===== src/rtl/bus_seq_pkg.sv =====
// Shared types and constants for the bus strobe sequencer: FSM states, field widths,
// the default per-region wait table and the registered output bundle.
package bus_seq_pkg;

   localparam int REGION_W = 3;
   localparam int WAIT_W   = 3;
   localparam int TABLE_W  = (1 << REGION_W) * WAIT_W;

   localparam logic [TABLE_W-1:0] DEFAULT_WAIT_TABLE = 24'b011_000_000_000_000_000_000_000;

   typedef enum logic [1:0] {
      IDLE,
      SETUP,
      STROBE,
      HOLD
   } state_e;

   typedef struct packed {
      logic [REGION_W-1:0] dec;
      logic                g1;
      logic                g2a_n;
      logic                g2b_n;
      logic                oe_n;
      logic                we_n;
      logic                ready;
      logic                busy;
   } bus_out_t;

   localparam bus_out_t OUT_RESET = '{
      dec:   '0,
      g1:    1'b0,
      g2a_n: 1'b1,
      g2b_n: 1'b1,
      oe_n:  1'b1,
      we_n:  1'b1,
      ready: 1'b0,
      busy:  1'b0
   };

   function automatic logic [WAIT_W-1:0] wait_of(input logic [TABLE_W-1:0]  tbl,
                                                 input logic [REGION_W-1:0] region);
      return tbl[region*WAIT_W +: WAIT_W];
   endfunction

endpackage


===== src/rtl/bus_wait_cnt.sv =====
// Strobe wait counter: loads the region wait count, counts down to zero and
// saturates there, exposing only a zero flag to the sequencer.
module bus_wait_cnt
   import bus_seq_pkg::*;
(
   input  logic              clk,
   input  logic              rst,
   input  logic              load,
   input  logic              dec,
   input  logic [WAIT_W-1:0] load_val,
   output logic              zero
);

   logic [WAIT_W-1:0] cnt_q;
   logic [WAIT_W-1:0] cnt_d;

   always_comb begin
      cnt_d = cnt_q;
      if (load) begin
         cnt_d = load_val;
      end else if (dec && (cnt_q != '0)) begin
         cnt_d = cnt_q - WAIT_W'(1);
      end
   end

   always_ff @(posedge clk) begin
      if (rst) begin
         cnt_q <= '0;
      end else begin
         cnt_q <= cnt_d;
      end
   end

   assign zero = (cnt_q == '0);

endmodule


===== src/rtl/bus_strobe_seq.sv =====
// Address-decoder / strobe sequencer for a CPU bus cycle: IDLE -> SETUP -> STROBE (W+1) -> HOLD.
// Optional macro BUS_EXT_WAIT_EN adds the ext_wait input that stretches STROBE.
module bus_strobe_seq
   import bus_seq_pkg::*;
#(
   parameter logic [TABLE_W-1:0] WAIT_TABLE = DEFAULT_WAIT_TABLE
) (
   input  logic        clk,
   input  logic        rst,
   input  logic        req,
   input  logic [15:0] addr,
   input  logic        we,
`ifdef BUS_EXT_WAIT_EN
   input  logic        ext_wait,
`endif
   output logic        dec_a,
   output logic        dec_b,
   output logic        dec_c,
   output logic        dec_g1,
   output logic        dec_g2a_n,
   output logic        dec_g2b_n,
   output logic        oe_n,
   output logic        we_n,
   output logic        ready,
   output logic        busy
);

   state_e              state_q, state_d;
   logic [REGION_W-1:0] region_q, region_d;
   logic                we_q, we_d;
   bus_out_t            out_q, out_d;
   logic                cnt_zero;
   logic                ext_hold;
   logic                unused_addr;

   assign unused_addr = ^addr[12:0];

`ifdef BUS_EXT_WAIT_EN
   assign ext_hold = ext_wait;
`else
   assign ext_hold = 1'b0;
`endif

   bus_wait_cnt u_wait_cnt (
      .clk      (clk),
      .rst      (rst),
      .load     (state_q == SETUP),
      .dec      (state_q == STROBE),
      .load_val (wait_of(WAIT_TABLE, region_q)),
      .zero     (cnt_zero)
   );

   // NOTE: registers update only with <= so every flop samples the pre-edge values.
   always_ff @(posedge clk) begin
      if (rst) begin
         state_q  <= IDLE;
         region_q <= '0;
         we_q     <= 1'b0;
         out_q    <= OUT_RESET;
      end else begin
         state_q  <= state_d;
         region_q <= region_d;
         we_q     <= we_d;
         out_q    <= out_d;
      end
   end

   // NOTE: every comb output gets a default first so no path leaves it unassigned (no latch).
   always_comb begin
      state_d  = state_q;
      region_d = region_q;
      we_d     = we_q;
      case (state_q)
         IDLE: begin
            if (req) begin
               state_d  = SETUP;
               region_d = addr[15:13];
               we_d     = we;
            end
         end
         SETUP:   state_d = STROBE;
         STROBE:  if (cnt_zero && !ext_hold) state_d = HOLD;
         HOLD:    state_d = IDLE;
         default: state_d = IDLE;
      endcase
   end

   // Outputs are decoded from the next state and registered, so each pin is a clean flop.
   always_comb begin
      out_d       = out_q;
      out_d.g1    = 1'b0;
      out_d.g2a_n = 1'b1;
      out_d.g2b_n = 1'b1;
      out_d.oe_n  = 1'b1;
      out_d.we_n  = 1'b1;
      out_d.ready = 1'b0;
      out_d.busy  = 1'b0;
      case (state_d)
         SETUP: begin
            out_d.dec   = region_d;
            out_d.g2b_n = 1'b0;
            out_d.busy  = 1'b1;
         end
         STROBE: begin
            out_d.dec   = region_d;
            out_d.g1    = 1'b1;
            out_d.g2a_n = 1'b0;
            out_d.g2b_n = 1'b0;
            out_d.oe_n  = we_d;
            out_d.we_n  = !we_d;
            out_d.busy  = 1'b1;
         end
         HOLD: begin
            out_d.dec   = region_d;
            out_d.g2b_n = 1'b0;
            out_d.ready = 1'b1;
            out_d.busy  = 1'b1;
         end
         default: ;
      endcase
   end

   assign dec_a     = out_q.dec[2];
   assign dec_b     = out_q.dec[1];
   assign dec_c     = out_q.dec[0];
   assign dec_g1    = out_q.g1;
   assign dec_g2a_n = out_q.g2a_n;
   assign dec_g2b_n = out_q.g2b_n;
   assign oe_n      = out_q.oe_n;
   assign we_n      = out_q.we_n;
   assign ready     = out_q.ready;
   assign busy      = out_q.busy;

endmodule

===== config.mk =====
export PLATFORM = sky130hd
export DESIGN_NAME = bus_strobe_seq
export DESIGN_NICKNAME = d
export VERILOG_FILES = /design/src/rtl/bus_seq_pkg.sv /design/src/rtl/bus_wait_cnt.sv /design/src/rtl/bus_strobe_seq.sv
export SDC_FILE = /design/constraint.sdc
export NUM_CORES = 1
export LEC_CHECK = 0
export CORE_AREA = 4 4 50 52
export DETAILED_ROUTE_END_ITERATION = 10
export DIE_AREA = 0 0 54 56
export PLACE_DENSITY = 0.7
export SLEW_MARGIN = 20
export SYNTH_ARGS = -nofsm -noshare
export SYNTH_HDL_FRONTEND = slang
export SYNTH_HIERARCHICAL = 1
export SYNTH_SLANG_ARGS = --single-unit

===== constraint.sdc =====
create_clock -name clk -period 2 [get_ports clk]
set_clock_uncertainty 0.05 [all_clocks]
set_input_delay 0.6 -clock clk [delete_from_list [all_inputs] [get_ports clk]]
set_output_delay 0.6 -clock clk [all_outputs]
set_load 0.01 [all_outputs]

==> flow_summary.ini, run 1 <==
[status]
status = finished clean

[global_routing]
antenna_found_initial = 0
grt-busiest-layer = met2
grt_pass1_wl_um = 2460
use_met1_pct = 13.8
grt.total_usage_pct = 10.7
grt_max_degree = 13
grt_use_met2_pct = 15.9
grt_pass1_vias = 600
grtUsageMet3_pct = 4.02
gr-total-overflow = 0

[sta]
period_minus_slack_ns = 1.87
fin_setup_tns_ns = 0
final_max_slew_viol_count = 0
fin_crit_sh_pct = 93.5
final-hold-violation-count = 0
setup_viol = 0
max_freq_mhz = 535
rsz0062_at_grt = false
hold_slack_ns = 0.439

[drt]
wire_per_inst_um = 10.7
ant_nets = 0
dr_total_vias = 601
first_iter_violations = 5
vias_per_cell = 4.62
wirelength_um = 1390
drc = 0
drtPass1Iterations = 4

[final_layout]
final_cell_mix = dfxtp_1 (19), clkdlybuf4s50_1 (16), inv_1 (8), nand2_1 (8), ha_1 (6)
drive_above_1_share_pct = 11.8
fill_cells = 188
antenna_cells = 0
area_growth_pct = 32.7
final_common_cell = dfxtp_1
layout.nets = 129
fin_cells = 130

[power]
max-vdd-ir-drop_mv = 0.549
cellPowerDensity_nw_per_um2 = 1110
p_leak_nw = 0.427

[yosys]
ys_types = 24
netlist_instances = 78
syn-num-nets = 104
yosys_warnings = 6
synth-seq-cells = 19
syn-mean-instance-area_um2 = 10.0
syn_area_um2 = 781
seq_area_frac_synth_pct = 48.7

[cts]
post-cts-setup-buffer-count = 0
clock-sinks = 19
htreeDepth = 1
numCtsBuffers = 3
cts_buffer_depth = 2
root_buffer = clkbuf_4
clk_latency_ns = 0.29
cts_tree = done
hold_buffers = 0
ctsResizeCount = 0
clk_pin_slew_ns = 0.10

[critical_path]
critPathLaunchType = register
required_ns = 2.13
endpoint_kind = register
crit_type = reg -> reg
worst-path-max-fanout = 4
arrival_ns = 2.00

[floorplanning]
die_x_um = 54
start_util_pct = 37.1
dieArea_um2 = 3020
core_area_um2 = 2110
die_h_um = 56
io_pins = 30
placementRows = 17

[place]
io_buffers = 16
place_congestion = 0.712
hpwl_um = 1080
dp_cells = 126

[hold_path]
min_path_type = reg -> reg

[flow_run]
maxCapViolations = 0
## where the power goes
part           leakage, nW  internal (W)  switching [W]
sequential           0.156      0.000456      0.0000339
combinational        0.257      0.000256       0.000219
clock               0.0150     0.0000775       0.000111
## registers in the layout (all words and copies together), names as in the netlist
name	cells
dec_g2a_n	1
dec_g1	1
u_wait_cnt/cnt_q	3
dec_g2b_n	1
dec_b	1
we_n	1
oe_n	1
region_q	3
busy	1
dec_c	1
we_q	1
dec_a	1
state_q	2
ready	1
## cells by family (layout without fill, tap and decap cells)
kind of cell / count (synthesis) / after routing / share of synthesized area, %
other cells: 1 / 1 / 0.480
mux: 5 / 5 / 7.53
fa+ha+maj: 6 / 6 / 9.62
flops: 19 / 19 / 48.7
buf+inv: 9 / 33 / 4.33
compound gates: 11 / 11 / 9.13
simple gates: 26 / 26 / 19.1
xor+xnor: 1 / 1 / 1.12
## metal layers
metal / vias up / share of wire, %
met2: 11 / 47
met3: 2 / 4.2
li1: 308 / -
met5: - / 0
met1: 280 / 47
met4: 0 / 1.0
## final cells by class
| cell class | instances | area [µm²] | share of cell area [%] |
|---|---|---|---|
| inverters | 8 | 30.0 | 2.90 |
| repair buffers | 21 | 198 | 19.1 |
| well taps | 28 | 35.0 | 3.38 |
| clock buffers | 4 | 26.3 | 2.54 |
| flip-flops and latches | 19 | 380 | 36.7 |
| multi-input cells | 50 | 367 | 35.4 |
## cells in the mapped netlist
cell / instances / share of area [%]
nand3_1: 3 / 1.9
inv_1: 8 / 3.8
o21a_1: 1 / 0.96
and3_1: 1 / 0.80
a31oi_1: 3 / 2.4
nand2_1: 8 / 3.8
mux2i_1: 1 / 1.3
nand3b_1: 3 / 2.9
xnor2_1: 1 / 1.1
nor2b_1: 3 / 2.4
dfxtp_1: 19 / 49
mux2_4: 1 / 1.9
a211oi_1: 1 / 0.96
nand2b_1: 2 / 1.6
nor2_1: 2 / 0.96
conb_1: 1 / 0.48
ha_1: 6 / 9.6
o22ai_2: 1 / 1.6
or3_1: 2 / 1.6
mux2_1: 3 / 4.3
nand3_2: 1 / 1.3
nand2b_4: 1 / 1.8
a21oi_1: 5 / 3.2
clkbuf_1: 1 / 0.48
## worst paths after layout
kind	to	cells past startpoint	slack, ns	start
min reg2reg	region_q[0]	2	0.44	region_q[0]
max	dec_a	6	0.13	state_q[0]
max reg2reg	dec_a	6	0.13	state_q[0]
min	region_q[0]	2	0.44	region_q[0]
## worst max-delay path, stage by stage, from the launching register on
cell and delay [ns]:
dfxtp_1 0.39, inv_1 0.10, ha_1 0.27, mux2_4 0.32, o22ai_2 0.16, nand3_2 0.14
mux2_1 0.33
## metrics by stage
stage | total power [W] | area [µm²] | setup WS, ns | utilization, %
finish | 0.00115 | 1040 | 0.130 | 49.2
global route | 0.00125 | 1040 | 0.0305 | 49.2
CTS | 0.00117 | 1040 | 0.115 | 49.2
detailed placement | 0.000978 | 1010 | -0.112 | 48.0
global placement | 0.000960 | 1010 | -0.0854 | 48.0
floorplan | 0.000786 | 781 | 0.210 | -
Note: power is estimated with default switching activity, not from simulation.
==> run 2, diff against run 1 <==
Settings changed: CTS_BUF_LIST set to sky130_fd_sc_hd__clkbuf_8, PLACE_DENSITY 0.7 to 0.68.
==> flow_summary.ini, run 2 (synthesis results as in run 1) <==
[status]
status = finished clean

[final_layout]
drive_above_1_share_pct = 12.7
utilization_pct = 50.1
fin_cells = 130
largestRegisters = region_q (3), u_wait_cnt/cnt_q (3), state_q (2)
area_growth_pct = 35.3
fin_area_um2 = 1060
layout.nets = 129
final_common_cell = dfxtp_1
antenna_cells = 0
final_cell_mix = dfxtp_1 (19), clkdlybuf4s50_1 (16), inv_1 (8), nand2_1 (8), ha_1 (6)

[drt]
drc = 0
vias_per_cell = 4.58
drtPass1Iterations = 4
ant_nets = 0
first_iter_violations = 18
wirelength_um = 1320
dr_total_vias = 595
wire_per_inst_um = 10.2

[power]
cellPowerDensity_nw_per_um2 = 1160
finalPower_w = 0.00122
p_leak_nw = 0.438
max-vdd-ir-drop_mv = 0.648

[sta]
rsz0062_at_grt = false
setup_viol = 0
fin_crit_sh_pct = 92.3
final_max_slew_viol_count = 0
max_freq_mhz = 542
worst_slack_ns = 0.154
final-hold-violation-count = 0
period_minus_slack_ns = 1.85

[floorplanning]
die_h_um = 56
core_area_um2 = 2110
start_util_pct = 37.1
placementRows = 17
io_pins = 30
dieArea_um2 = 3020
die_x_um = 54

[global_routing]
grt_pass1_wl_um = 2300
gr-total-overflow = 0
grt.total_usage_pct = 10.5
antenna_found_initial = 0
grt_pass1_vias = 539
grt_max_degree = 13

[cts]
root_buffer = clkbuf_8
cts_tree = done
numCtsBuffers = 3
cts_buffer_depth = 2
hold_buffers = 0
ctsResizeCount = 0
htreeDepth = 1
post-cts-setup-buffer-count = 0
clock-sinks = 19
clk_pin_slew_ns = 0.07
clk_latency_ns = 0.25

[critical_path]
rrSetupSlack_ns = 0.15
r2r_cells = 7
critPathLaunchType = register
crit_top_cell = ha_1
slowest_delay_ns = 0.34
endpoint_kind = register
r2r-end = dec_c
path_cells = inv_1, ha_1, ha_1, mux2_4, o22ai_2, nand3_2, mux2_1
crit_type = reg -> reg
reg2reg_from = u_wait_cnt/cnt_q[0]
worst-path-max-fanout = 3
arrival_ns = 1.93
critPathSlowestCell = dfxtp_1
crit_start = u_wait_cnt/cnt_q[0]
endpoint = dec_c
required_ns = 2.09

[place]
io_buffers = 16
dpl_cell_area_um2 = 1010
hpwl_um = 1020
pre_cts_slack_ns = -0.102
place_congestion = 0.788
dp_cells = 126

[flow_run]
maxCapViolations = 0

[hold_path]
min_path_type = reg -> reg
==> run 2: changes by cell type in the layout (fill, tap and decap cells not counted), sizes merged <==
cell / change
clkbuf: -1
clkinv: +1
==> run 2: how the worst min path moves through the flow <==
stage / depth (start not counted) / slack [ns] / from / end
2_1_floorplan: 2 / 0.40 / we_q / oe_n
3_3_place_gp: 2 / 0.41 / we_q / oe_n
3_5_place_dp: 2 / 0.42 / we_q / oe_n
4_1_cts: 2 / 0.43 / region_q[1] / region_q[1]
5_1_grt: 2 / 0.48 / region_q[1] / region_q[1]
6_report: 2 / 0.43 / region_q[1] / region_q[1]
==> run 2: worst max-delay path, delay by kind of cell (launching register included) <==
kind	cells	cell delay, ns
buffers and inverters	1	0.05
adders and majority gates	2	0.38
muxes	2	0.61
DFF	1	0.34
AOI/OAI and AO/OA	1	0.16
and+or+nand+nor	1	0.14
==> run 2: layer usage <==
metal / vias up / GRT usage, % / wire, µm
met5: - / 0 / 0
met4: 0 / 7.47 / 19
met3: 2 / 3.22 / 79
met2: 18 / 13.1 / 594
met1: 271 / 14.8 / 627
li1: 304 / - / -
==> run 2: through the flow <==
stage | hold WS (ns) | TNS (ns)
floorplan | 0.397 | 0
global placement | 0.410 | -0.275
detailed placement | 0.415 | -0.294
CTS | 0.426 | 0
global route | 0.477 | 0
finish | 0.428 | 0
==> run 2: area by class of cell <==
type	count	area (µm²)
Sequential cell	19	380
Timing Repair Buffer	21	198
Clock buffer	3	41.3
Multi-Input combinational cell	50	367
Inverter	8	30.0
Fill cell	190	1050
Tap cell	28	35.0
Clock inverter	1	5.00
==> run 2: power by group <==
part / leakage [nW] / switching, W / internal [W]
sequential: 0.156 / 0.0000322 / 0.000456
clock: 0.0255 / 0.000123 / 0.000138
combinational: 0.257 / 0.000214 / 0.000256
total: 0.438 / 0.000370 / 0.000851
